==> config.mk <==
export PLATFORM = sky130hd
export DESIGN_NAME = main_memory_initiator_flat
export DESIGN_NICKNAME = d
export VERILOG_FILES = /design/src/rtl/main_memory_pkg.sv /design/src/rtl/main_memory_initiator_if.sv /design/src/rtl/mm_timeout_counter.sv /design/src/rtl/main_memory_initiator.sv /design/src/flat_wrapper.sv
export SDC_FILE = /design/constraint.sdc
export NUM_CORES = 1
export LEC_CHECK = 0
export BUFFER_PORTS_ARGS = -buffer_cell sky130_fd_sc_hd__buf_2
export CAP_MARGIN = 20
export CELL_PAD_IN_SITES_DETAIL_PLACEMENT = 2
export CELL_PAD_IN_SITES_GLOBAL_PLACEMENT = 2
export CORE_UTILIZATION = 32
export CTS_CLUSTER_DIAMETER = 30
export CTS_CLUSTER_SIZE = 16
export DETAILED_ROUTE_END_ITERATION = 8
export PLACE_DENSITY_LB_ADDON = 0.05
export SLEW_MARGIN = 20
export SYNTH_ARGS = -nofsm -noshare
export SYNTH_HDL_FRONTEND = slang
export SYNTH_SLANG_ARGS = --single-unit
export TNS_END_PERCENT = 100
==> constraint.sdc <==
create_clock -name MAIN_MEMORY_INITIATOR_CLOCK_50 -period 2.5 [get_ports MAIN_MEMORY_INITIATOR_CLOCK_50]
set_input_delay 0.5 -clock MAIN_MEMORY_INITIATOR_CLOCK_50 [delete_from_list [all_inputs] [get_ports MAIN_MEMORY_INITIATOR_CLOCK_50]]
set_output_delay 0.5 -clock MAIN_MEMORY_INITIATOR_CLOCK_50 [all_outputs]
set_load 0.05 [all_outputs]
==> src/rtl/main_memory_pkg.sv <==
// Shared definitions for the main-memory initiator.
//  - DATAWIDTH_BUS : default width of the address / write-data / read-data buses
//  - mm_state_e    : initiator FSM states (IDLE, WAIT_ACK, RELEASE)
//  - mm_op_e       : request operation encoding (0 = read, 1 = write)
//  - op_strobes()  : maps an operation onto the {RD, WRMain} strobe pair
package main_memory_pkg;

  localparam int DATAWIDTH_BUS = 32;

  typedef enum logic [1:0] {
    ST_IDLE     = 2'd0,
    ST_WAIT_ACK = 2'd1,
    ST_RELEASE  = 2'd2
  } mm_state_e;

  typedef enum logic {
    OP_READ  = 1'b0,
    OP_WRITE = 1'b1
  } mm_op_e;

  // Returns {rd, wr_main}; exactly one strobe is set so both can never be high together.
  function automatic logic [1:0] op_strobes(input mm_op_e op);
    logic [1:0] strobes;
    case (op)
      OP_READ:  strobes = 2'b10;
      OP_WRITE: strobes = 2'b01;
      default:  strobes = 2'b00;
    endcase
    return strobes;
  endfunction

endpackage

==> src/rtl/main_memory_initiator_if.sv <==
// Request + memory-bus bundle of the main-memory initiator.
//  Request side : req, wr, addr, wdata in; busy, done, err, rdata out
//  Memory side  : a, b, rd, wr_main out; ack, data_in in
//  master modport = the initiator, slave modport = requester plus memory.
interface main_memory_initiator_if #(
  parameter int DW = main_memory_pkg::DATAWIDTH_BUS
) ();

  logic          req;
  logic          wr;
  logic [DW-1:0] addr;
  logic [DW-1:0] wdata;
  logic          busy;
  logic          done;
  logic          err;
  logic [DW-1:0] rdata;
  logic [DW-1:0] a;
  logic [DW-1:0] b;
  logic          rd;
  logic          wr_main;
  logic          ack;
  logic [DW-1:0] data_in;

  modport master (
    input  req, wr, addr, wdata, ack, data_in,
    output busy, done, err, rdata, a, b, rd, wr_main
  );

  modport slave (
    output req, wr, addr, wdata, ack, data_in,
    input  busy, done, err, rdata, a, b, rd, wr_main
  );

endinterface

==> src/rtl/mm_timeout_counter.sv <==
// Cycle counter bounding how long the initiator waits for ACK.
//  clk, rst_n : clock and asynchronous active-low reset
//  clr        : synchronous clear (wins over en)
//  en         : count one cycle
//  tc         : count has reached TIMEOUT_CYCLES-1; never set when TIMEOUT_CYCLES == 0
module mm_timeout_counter #(
  parameter int TIMEOUT_CYCLES = 255,
  parameter int TOCNT_WIDTH    = 8
) (
  input  logic clk,
  input  logic rst_n,
  input  logic clr,
  input  logic en,
  output logic tc
);

  localparam logic [TOCNT_WIDTH-1:0] TC_VALUE =
    (TIMEOUT_CYCLES == 0) ? '0 : TOCNT_WIDTH'(TIMEOUT_CYCLES - 1);

  logic [TOCNT_WIDTH-1:0] cnt_r;

  // Counter register: cleared outside WAIT_ACK, advances while ACK is awaited.
  always_ff @(posedge clk or negedge rst_n) begin
    if (!rst_n) begin
      cnt_r <= '0;
    end else if (clr) begin
      cnt_r <= '0;
    end else if (en) begin
      cnt_r <= cnt_r + TOCNT_WIDTH'(1);
    end else begin
      cnt_r <= cnt_r;
    end
  end

  assign tc = (TIMEOUT_CYCLES != 0) && (cnt_r == TC_VALUE);

endmodule

==> src/rtl/main_memory_initiator.sv <==
// Bus master for the main-memory RD/WRMain/ACK 4-phase handshake.
//  MAIN_MEMORY_INITIATOR_CLOCK_50      : system clock, rising edge
//  MAIN_MEMORY_INITIATOR_ResetInLow_In : asynchronous reset, active low
//  bus (master modport):
//    req/wr/addr/wdata in       - one request at a time, sampled only when idle
//    busy                       - (state != IDLE) | ack, combinational
//    done/err                   - one-cycle completion pulse / timeout flag
//    rdata                      - last successfully read word, held
//    a/b/rd/wr_main out, ack/data_in in - memory side
module main_memory_initiator
  import main_memory_pkg::*;
#(
  parameter int DATAWIDTH_BUS  = main_memory_pkg::DATAWIDTH_BUS,
  parameter int TIMEOUT_CYCLES = 255,
  parameter int TOCNT_WIDTH    = 8
) (
  input logic                      MAIN_MEMORY_INITIATOR_CLOCK_50,
  input logic                      MAIN_MEMORY_INITIATOR_ResetInLow_In,
  main_memory_initiator_if.master  bus
);

  mm_state_e                state_r;
  logic [DATAWIDTH_BUS-1:0] a_r;
  logic [DATAWIDTH_BUS-1:0] b_r;
  logic [DATAWIDTH_BUS-1:0] rdata_r;
  logic                     rd_r;
  logic                     wr_main_r;
  logic                     done_r;
  logic                     err_r;
  logic                     to_clr_s;
  logic                     to_en_s;
  logic                     to_tc_s;

  // The counter sits at zero outside WAIT_ACK so each wait starts from a clean count.
  assign to_clr_s = (state_r != ST_WAIT_ACK);
  assign to_en_s  = (state_r == ST_WAIT_ACK) && !bus.ack;

  mm_timeout_counter #(
    .TIMEOUT_CYCLES (TIMEOUT_CYCLES),
    .TOCNT_WIDTH    (TOCNT_WIDTH)
  ) u_timeout (
    .clk   (MAIN_MEMORY_INITIATOR_CLOCK_50),
    .rst_n (MAIN_MEMORY_INITIATOR_ResetInLow_In),
    .clr   (to_clr_s),
    .en    (to_en_s),
    .tc    (to_tc_s)
  );

  // Handshake FSM with all bus and status registers.
  always_ff @(posedge MAIN_MEMORY_INITIATOR_CLOCK_50 or negedge MAIN_MEMORY_INITIATOR_ResetInLow_In) begin
    if (!MAIN_MEMORY_INITIATOR_ResetInLow_In) begin
      state_r   <= ST_IDLE;
      a_r       <= '0;
      b_r       <= '0;
      rdata_r   <= '0;
      rd_r      <= 1'b0;
      wr_main_r <= 1'b0;
      done_r    <= 1'b0;
      err_r     <= 1'b0;
    end else begin
      done_r <= 1'b0;
      err_r  <= 1'b0;
      case (state_r)
        ST_IDLE: begin
          // A request while ACK is still high (late ACK after a timeout) is dropped.
          if (bus.req && !bus.ack) begin
            a_r                  <= bus.addr;
            b_r                  <= bus.wdata;
            {rd_r, wr_main_r}    <= op_strobes(mm_op_e'(bus.wr));
            state_r              <= ST_WAIT_ACK;
          end
        end
        ST_WAIT_ACK: begin
          // ACK is checked first so it wins over a timeout in the same cycle.
          if (bus.ack) begin
            if (rd_r) begin
              rdata_r <= bus.data_in;
            end
            rd_r      <= 1'b0;
            wr_main_r <= 1'b0;
            done_r    <= 1'b1;
            state_r   <= ST_RELEASE;
          end else if (to_tc_s) begin
            rd_r      <= 1'b0;
            wr_main_r <= 1'b0;
            done_r    <= 1'b1;
            err_r     <= 1'b1;
            state_r   <= ST_IDLE;
          end
        end
        ST_RELEASE: begin
          if (!bus.ack) begin
            state_r <= ST_IDLE;
          end
        end
        default: begin
          rd_r      <= 1'b0;
          wr_main_r <= 1'b0;
          state_r   <= ST_IDLE;
        end
      endcase
    end
  end

  assign bus.busy    = (state_r != ST_IDLE) | bus.ack;
  assign bus.done    = done_r;
  assign bus.err     = err_r;
  assign bus.rdata   = rdata_r;
  assign bus.a       = a_r;
  assign bus.b       = b_r;
  assign bus.rd      = rd_r;
  assign bus.wr_main = wr_main_r;

endmodule
==> src/flat_wrapper.sv <==
// flat-port wrapper written by rule: the top's interface ports become plain ports
module main_memory_initiator_flat import main_memory_pkg::*;
#(
  parameter int DATAWIDTH_BUS  = main_memory_pkg::DATAWIDTH_BUS,
  parameter int TIMEOUT_CYCLES = 255,
  parameter int TOCNT_WIDTH    = 8
)
  (MAIN_MEMORY_INITIATOR_CLOCK_50, MAIN_MEMORY_INITIATOR_ResetInLow_In, bus_req, bus_wr, bus_addr, bus_wdata, bus_ack, bus_data_in, bus_busy, bus_done, bus_err, bus_rdata, bus_a, bus_b, bus_rd, bus_wr_main);
  main_memory_initiator_if bus_i ();
  input logic MAIN_MEMORY_INITIATOR_CLOCK_50;
  input logic MAIN_MEMORY_INITIATOR_ResetInLow_In;
  input wire logic [$bits(bus_i.req)-1:0] bus_req;
  input wire logic [$bits(bus_i.wr)-1:0] bus_wr;
  input wire logic [$bits(bus_i.addr)-1:0] bus_addr;
  input wire logic [$bits(bus_i.wdata)-1:0] bus_wdata;
  input wire logic [$bits(bus_i.ack)-1:0] bus_ack;
  input wire logic [$bits(bus_i.data_in)-1:0] bus_data_in;
  output wire logic [$bits(bus_i.busy)-1:0] bus_busy;
  output wire logic [$bits(bus_i.done)-1:0] bus_done;
  output wire logic [$bits(bus_i.err)-1:0] bus_err;
  output wire logic [$bits(bus_i.rdata)-1:0] bus_rdata;
  output wire logic [$bits(bus_i.a)-1:0] bus_a;
  output wire logic [$bits(bus_i.b)-1:0] bus_b;
  output wire logic [$bits(bus_i.rd)-1:0] bus_rd;
  output wire logic [$bits(bus_i.wr_main)-1:0] bus_wr_main;
  assign bus_i.req = bus_req;
  assign bus_i.wr = bus_wr;
  assign bus_i.addr = bus_addr;
  assign bus_i.wdata = bus_wdata;
  assign bus_i.ack = bus_ack;
  assign bus_i.data_in = bus_data_in;
  assign bus_busy = bus_i.busy;
  assign bus_done = bus_i.done;
  assign bus_err = bus_i.err;
  assign bus_rdata = bus_i.rdata;
  assign bus_a = bus_i.a;
  assign bus_b = bus_i.b;
  assign bus_rd = bus_i.rd;
  assign bus_wr_main = bus_i.wr_main;
  main_memory_initiator #(.DATAWIDTH_BUS(DATAWIDTH_BUS), .TIMEOUT_CYCLES(TIMEOUT_CYCLES), .TOCNT_WIDTH(TOCNT_WIDTH)) u_core (.MAIN_MEMORY_INITIATOR_CLOCK_50(MAIN_MEMORY_INITIATOR_CLOCK_50), .MAIN_MEMORY_INITIATOR_ResetInLow_In(MAIN_MEMORY_INITIATOR_ResetInLow_In), .bus(bus_i));
endmodule
**Word-level counts from Yosys, hierarchy flattened**

Cells that the tools add are included.

- Output and inout bits: 101
- Input bits: 101
- Register bits: 110

- Eq/ne operators: 7
- Bitwise logic cells: 3
- Reduce and logical (&&, ||, !) cells: 10
- Add/sub/neg operators: 1
- Mux-type cells: 19

Operators by type and width:

| operator | number |
|---|---|
| $mux 8 | 2 |
| $mux 1 | 9 |
| $reduce_and 3->1 | 3 |
| $add 8x1->8 const B | 1 |
| $eq 8x8->1 const B | 1 |
| $mux 2 | 4 |
| $pmux 1 s3 | 2 |
| $pmux 2 s3 | 1 |
| $ne 2x1->1 const B | 2 |
| $pmux 2 s2 | 1 |
| $reduce_bool 2->1 | 2 |
| $ne 3x2->1 const B | 1 |
| $eq 2x1->1 const B | 1 |
| $eq 2x2->1 const B | 1 |
| $logic_and 1x1->1 | 2 |
| $logic_not 2->1 | 1 |
| $ne 2x2->1 const B | 1 |
| $not 1->1 | 2 |
| $reduce_and 2->1 | 1 |
| $logic_not 1->1 | 1 |
| $or 1x1->1 | 1 |

**Logic depth before layout (Yosys ltp)**

Gate-level depths: netlist of the first run.

- Depth after elaboration: 4
- Depth in mapped cells: 5

**By module**

Synthesis of the first run repeated with hierarchy kept, for this count alone.

- Cells, all modules: 269
- Area total of the unflattened synthesis: 4516.8 µm²

By module, submodules not included:

| module | instances | area an instance (µm²) | sequential area each (µm²) | cells each |
|---|---|---|---|---|
| main_memory_initiator | 1 | 4106.4 | 2552.4 | 228 |
| mm_timeout_counter | 1 | 410.4 | 200.2 | 41 |

**Worst setup path after synthesis of the first run**

No wires, ideal clock.

- Path kind: in2out
- Start point: in bus_ack
- End point: out bus_busy
- Stages on the path: 2
- Data required time: 2000 ps
- Path buffers: 1
- Arrival: 1230 ps
- Slack: 770 ps
- Path through: buf_2 or3_1

- Cells in the longest elaborated chain, start to end: 1

Ends and longest elaborated chain:

| item | RTL line | RTL |
|---|---|---|
| start: declaration | flat_wrapper.sv:16 | `input wire logic [$bits(bus_i.ack)-1:0] bus_ack;` |
| $or 1x1->1 | main_memory_initiator.sv:105 | `assign bus.busy = (state_r != ST_IDLE) \| bus.ack;` |
| end: declaration | flat_wrapper.sv:18 | `output wire logic [$bits(bus_i.busy)-1:0] bus_busy;` |

Every way passes these cells.

**Final worst setup path of the first run**

- Start point: reg u_core.state_r[1]
- End point: reg u_core.rdata_r[6], in the netlist u_core.bus.rdata[6]

- Cells in the longest elaborated chain, start to end: 2

Ends and longest elaborated chain:

| item | RTL line | RTL |
|---|---|---|
| start: declaration | main_memory_initiator.sv:22 | `mm_state_e state_r;` |
| start signal: assignment | main_memory_initiator.sv:52 | `state_r <= ST_IDLE;` |
| start signal: assignment | main_memory_initiator.sv:70 | `state_r <= ST_WAIT_ACK;` |
| start signal: assignment | main_memory_initiator.sv:82 | `state_r <= ST_RELEASE;` |
| $eq 2x1->1 | main_memory_initiator.sv:63 | `case (state_r)` |
| $reduce_and 3->1 (no line) | n/a |  |
| end signal: assignment | main_memory_initiator.sv:77 | `rdata_r <= bus.data_in;` |
| end: declaration | main_memory_initiator.sv:25 | `logic [DATAWIDTH_BUS-1:0] rdata_r;` |

Every way passes these cells.
A chain may end at the register's enable or synchronous reset.

==> flow_metrics.py, run 1 <==
metrics = {
    "die": {
        "initial_utilization_pct": 33.3,
        "ioPinCount": 202,
        "die_h_um": 118,
        "fp-row-count": 41,
        "core_area_um2": 12800,
        "die_area_um2": 13800,
        "dieWidth_um": 118,
    },
    "clock_tree": {
        "cts_num_sinks": 110,
        "root_buffer": "clkbuf_16",
        "cts_resized": 0,
        "clk_transition_reported_paths_ns": 0.07,
        "insertion_delay_ns": 0.34,
        "cts_hold_buf": 0,
        "cts_max_level": 3,
        "cts_tree": "done",
        "numCtsBuffers": 9,
        "cts_buffer_depth": 2,
        "postCtsSetupBuffers": 0,
    },
    "synth": {
        "ys_async_sr_fraction_pct": 100,
        "ys_warn_count": 0,
        "synth_area_per_cell_um2": 15.8,
        "ys_ff_latch": 110,
        "synth_nets": 373,
        "netlist_area_um2": 4270,
        "yosysUniqueCellTypes": 31,
        "synth_edf_count": 0,
        "synth_ff_type": "dfrtp_1",
        "yosysSeqAreaShare_pct": 64.5,
        "synthCells": 270,
    },
    "global_routing": {
        "grt_pass1_wl_mm": 18.0,
        "gr-total-overflow": 0,
        "grt_pass1_vias": 3378,
        "antenna_found_initial": 1,
        "groute.usage.overall_pct": 16.9,
        "grt_max_degree": 41,
    },
    "route": {
        "drtIter0Drc": 61,
        "viasPerCell": 4.67,
        "postRouteAntennaNets": 0,
        "routedWlPerCell_um": 16.8,
        "route.detailed.drc": 0,
        "drtPass1Iterations": 2,
        "num_vias": 3049,
        "routed_wl_mm": 11.0,
    },
    "layout": {
        "instances_no_fill": 653,
        "fillCellCount": 1304,
        "drive_gt1_share_pct": 66.0,
        "final_area_um2": 5740,
        "final_common_cell": "buf_2",
        "fin_nets": 578,
        "multiInputGateArea_um2": 1400,
        "final_cell_mix": "buf_2, dfrtp_1, mux2_2",
        "area_delta_synth_final_pct": 34.6,
        "ff_latch_area_um2": 2750,
    },
    "timing": {
        "fin_ws_ns": 0.384,
        "period_needed_ns": 2.12,
        "grt_setup_unrepaired": "false",
        "worstMarginPinSlew_ns": 0.835,
        "fin_skew_ns": 0.00455,
        "tns_ns": 0,
        "slew_violations": 0,
        "setup_viol_count_final": 0,
        "max_freq_mhz": 473,
        "fin_crit_sh_pct": 84.6,
        "hold_violations": 0,
        "maxSlewHeadroom_pct": 44.3,
    },
    "critical_path": {
        "rr_startpoint": "u_core.state_r[1]",
        "regToRegSetupSlack_ns": 0.38,
        "critPathKind": "register to register",
        "start_kind": "register",
        "path_delay_family": "simple AND/OR/NAND/NOR gates",
        "cp_data_arrival_time_ns": 2.34,
        "required_ns": 2.73,
        "cpPeakStageDelay_ns": 0.66,
        "path_buf_inv": 0,
        "cp_slowest_cell": "nand3_2",
        "worstPathCellList": "and2b_1 > nand3_2 > mux2_1",
        "rr_worst_depth": 3,
        "worstPathMaxFanout": 32,
        "end_kind": "register",
        "rr_endpoint": "u_core.bus.rdata[6]",
    },
    "placement": {
        "placedCellCount": 636,
        "place_ws_ns": 0.319,
        "dp_hpwl_mm": 8.37,
        "port-buffer-count": 201,
        "place_congestion": 0.783,
        "dpl_cell_area_um2": 5470,
    },
    "job": {
        "drv_cap": 0,
    },
    "worst_hold_path": {
        "hold_class": "input port to async pin",
    },
    "power_and_ir_drop": {
        "leakage_nw": 2.79,
        "peakVddDrop_v": 0.000648,
        "p_per_area_nw_per_um2": 1350,
    },
    "outcome": {
        "status": "finished clean",
    },
}
==> metrics by stage <==
| stage | hold WS, ns | power [mW] | utilization [%] |
|---|---|---|---|
| 6_report | 0.105 | 7.77 | 44.8 |
| 2_1_floorplan | 0.204 | 5.54 | - |
| 5_1_grt | 0.138 | 8.13 | 44.8 |
| 3_3_place_gp | 0.471 | 6.43 | 42.7 |
| 4_1_cts | 0.123 | 7.89 | 44.8 |
| 3_5_place_dp | 0.483 | 6.53 | 42.7 |
==> worst reg2reg max path, cell delays in order, from the launching register on <==
cell	delay (ns)
dfrtp_1	0.45
and2b_1	0.29
nand3_2	0.66
mux2_1	0.60
==> cell families (layout without fill, tap and decap cells) <==
family                   Yosys count  count (layout)  share of synthesized area (%)
buffers and inverters             17             227                           2.87
AO/OA/AOI/OAI                     16              16                           2.05
flip-flops                       110             110                           64.5
XOR/XNOR                           2               2                          0.410
multiplexers                      98              98                           25.8
adder cells (fa/ha/maj)            2               2                          0.586
AND/OR/NAND/NOR                   25              25                           3.78
other                              0               1                              0
==> cells in the mapped netlist, drive strengths merged (2+ instances only) <==
cell type  count  area share (%)
dfrtp        110              64
mux2          97              26
buf           11             2.3
a21oi          7            0.82
inv            5            0.44
o21ai          5            0.59
nand2b         4            0.59
nor2           4            0.35
or3            4            0.59
nand3          3            0.47
ha             2            0.59
o22ai          2            0.29
xor2           2            0.41
==> area by class of cell <==
class / count / area share, %
Clock inverter: 4 / 0.392
Antenna cell: 1 / 0.0436
Tap cell: 172 / 3.75
Multi-Input combinational cell: 143 / 24.4
Inverter: 5 / 0.327
Clock buffer: 12 / 4.29
Sequential cell: 110 / 47.9
Timing Repair Buffer: 206 / 18.9
==> registers in the layout, summed over array words and instances, names as in the netlist <==
register	flops
u_core.bus.a	32
u_core.bus.b	32
u_core.bus.done	1
u_core.bus.err	1
u_core.bus.rd	1
u_core.bus.rdata	32
u_core.bus.wr_main	1
u_core.state_r	2
u_core.u_timeout.cnt_r	8
==> how the worst max path moves through the flow <==
stage | start | endpoint | slack, ns | cells after the start
final | u_core.state_r[1] | u_core.bus.rdata[6] | 0.38 | 3
after global routing | u_core.state_r[1] | u_core.bus.rdata[5] | 0.23 | 3
after CTS | u_core.state_r[1] | u_core.bus.rdata[6] | 0.33 | 3
after detailed placement | bus_ack | u_core.bus.rdata[6] | 0.32 | 3
after global placement | bus_ack | u_core.bus.rdata[5] | 0.33 | 3
after floorplan | bus_ack | bus_busy | 0.77 | 2
==> report_power, final <==
part | internal [mW] | switching (mW) | leakage [nW]
clock | 0.699 | 0.625 | 0.132
combinational | 0.970 | 2.78 | 1.33
sequential | 2.39 | 0.300 | 1.33
total | 4.06 | 3.71 | 2.79
==> per-layer routing <==
layer | up-vias | wire length [um] | GRT usage, %
met5 | - | 0 | 0
met4 | 0 | 203 | 7.61
met3 | 13 | 871 | 5.77
met2 | 127 | 5520 | 29.2
met1 | 1535 | 4350 | 18.8
li1 | 1374 | - | -
Power figures use the tool's default switching activity.
==> run 2: changes to the inputs <==
Settings changed: CORE_UTILIZATION 32 to 27.
Clock period 2.5 ns to 1.7 ns, I/O delays scaled along.
==> run 2 against run 1 <==
  * Critical path depth down 1
  * Via count down 1.1%
  * Count of clock-buffer cells in the layout grew 1
  * Non-clock buffer count rose by 6
  * Sequential share of layout area fell by 1.1 points
  * Flip-flop and latch count is the same
  * Combinational power up 48%
  * Largest power group unchanged
==> flow_metrics.py, run 2 (synthesized netlist as in run 1, its figures left out) <==
metrics = {
    "critical_path": {
        "cp_data_arrival_time_ns": 1.32,
        "rr_endpoint": "u_core.bus.a[28]",
        "cp_slowest_cell": "dfrtp_2",
        "path_buf_inv": 1,
        "rr_startpoint": "u_core.state_r[1]",
        "regToRegSetupSlack_ns": 0.08,
        "path_delay_family": "flip-flops",
        "cp_num_cells": 2,
        "start_kind": "register",
        "worstPathMaxFanout": 4,
        "rr_worst_depth": 3,
        "cpPeakStageDelay_ns": 0.44,
        "startpoint": "u_core.state_r[1]",
        "crit_end": "bus_busy",
        "required_ns": 1.36,
        "end_kind": "primary output",
        "critPathKind": "register to primary output",
        "worstPathCellList": "or3_4 > buf_6",
    },
    "placement": {
        "dp_hpwl_mm": 8.44,
        "port-buffer-count": 201,
        "place_congestion": 0.689,
        "dpl_cell_area_um2": 5560,
    },
    "timing": {
        "worstMarginPinSlew_ns": 0.400,
        "setup_viol_count_final": 0,
        "whs_ns": 0.204,
        "period_needed_ns": 1.66,
        "fin_crit_sh_pct": 97.7,
        "grt_setup_unrepaired": "true",
        "max_freq_mhz": 602,
        "tns_ns": 0,
        "fin_skew_ns": 0.00974,
        "maxSlewHeadroom_pct": 73.3,
        "slew_violations": 0,
        "hold_violations": 0,
    },
    "clock_tree": {
        "cts_buffer_depth": 2,
        "insertion_delay_ns": 0.35,
        "cts_num_sinks": 110,
        "clk_transition_reported_paths_ns": 0.07,
        "root_buffer": "clkbuf_16",
        "cts_max_level": 3,
        "numCtsBuffers": 9,
        "cts_tree": "done",
    },
    "power_and_ir_drop": {
        "p_per_area_nw_per_um2": 1960,
        "power_mw": 11.5,
        "peakVddDrop_v": 0.000740,
        "leakage_nw": 2.84,
    },
    "layout": {
        "drive_gt1_share_pct": 66.9,
        "area_delta_synth_final_pct": 37.7,
        "fin_nets": 584,
        "final_cell_mix": "buf_2, dfrtp_1, mux2_2",
        "final_area_um2": 5880,
        "finish.utilization_pct": 38.4,
        "fillCellCount": 1632,
        "final_common_cell": "buf_2",
    },
    "die": {
        "die_area_um2": 16300,
        "fp-row-count": 45,
        "die_h_um": 128,
        "dieWidth_um": 128,
        "core_area_um2": 15300,
        "initial_utilization_pct": 27.9,
        "ioPinCount": 202,
    },
    "job": {
        "drv_cap": 0,
    },
    "global_routing": {
        "grt_max_degree": 45,
        "groute.usage.overall_pct": 14.4,
        "antenna_found_initial": 1,
        "grt_pass1_wl_mm": 17.9,
        "gr-total-overflow": 0,
        "grt_pass1_vias": 3408,
    },
    "route": {
        "drtIter0Drc": 46,
        "met2RoutedLength_mm": 5.30,
        "viasPerCell": 4.32,
        "wl_met1_mm": 4.66,
        "postRouteAntennaNets": 0,
        "route.detailed.drc": 0,
        "routedWlPerCell_um": 16.0,
        "drtPass1Iterations": 2,
        "wl_met3_um": 980,
        "routed_wl_mm": 11.2,
        "num_vias": 3015,
        "top_layer_used": "met4",
    },
    "outcome": {
        "status": "finished clean",
    },
    "worst_hold_path": {
        "hold_class": "input port to register",
        "hp-start": "bus_data_in[6]",
    },
}
==> run 2: cell type report <==
cell class | count | area [um2] | area share [%]
clock buffers | 13 | 260 | 4.43
multi-input cells | 143 | 1410 | 24.0
diodes | 1 | 2.50 | 0.0426
clock inverters | 3 | 18.8 | 0.319
inverters | 5 | 18.8 | 0.319
repair buffers | 212 | 1150 | 19.6
well taps | 211 | 264 | 4.49
flip-flops and latches | 110 | 2750 | 46.8
==> run 2: worst register-to-register path, cell delays in order, from the launching register on <==
cell,delay [ns]
dfrtp_2,0.44
nor4b_4,0.37
buf_12,0.29
mux2_2,0.41
==> run 2: report_power, final <==
part,switching (mW),internal [mW]
Combinational,4.10,1.45
Sequential,0.431,3.52
Clock,0.933,1.07
==> run 2: what timing repair did <==
action / in CTS / in global routing
hold endpoints to repair: 26 / 0
endpoints found under the setup margin: 1 / 11
setup buffers: 1 / 0
gates resized for setup: 3 / 3
hold buffers: 1 / 0
==> run 2: through the flow <==
step,worst slack [ns],std cells
global route,-0.00279,698
floorplan,0.192,270
CTS,0.0126,697
detailed placement,-0.000850,679
global placement,0.0333,679
finish,0.0396,698
==> run 2: worst min path at each step <==
stage               cells after the start                  end  slack [ns]
detailed placement                      1      u_core.bus.b[6]        0.30
floorplan                               0      u_core.bus.a[0]        0.04
global route                            2  u_core.bus.rdata[6]        0.19
global placement                        1     u_core.bus.b[13]        0.30
finish                                  2  u_core.bus.rdata[6]        0.20
CTS                                     2  u_core.bus.rdata[5]        0.19
==> run 2: metal layers <==
metal	vias to the layer above	track usage, %
met5	-	0
met2	129	23.4
li1	1371	-
met3	17	5.51
met4	0	5.81
met1	1498	17.2
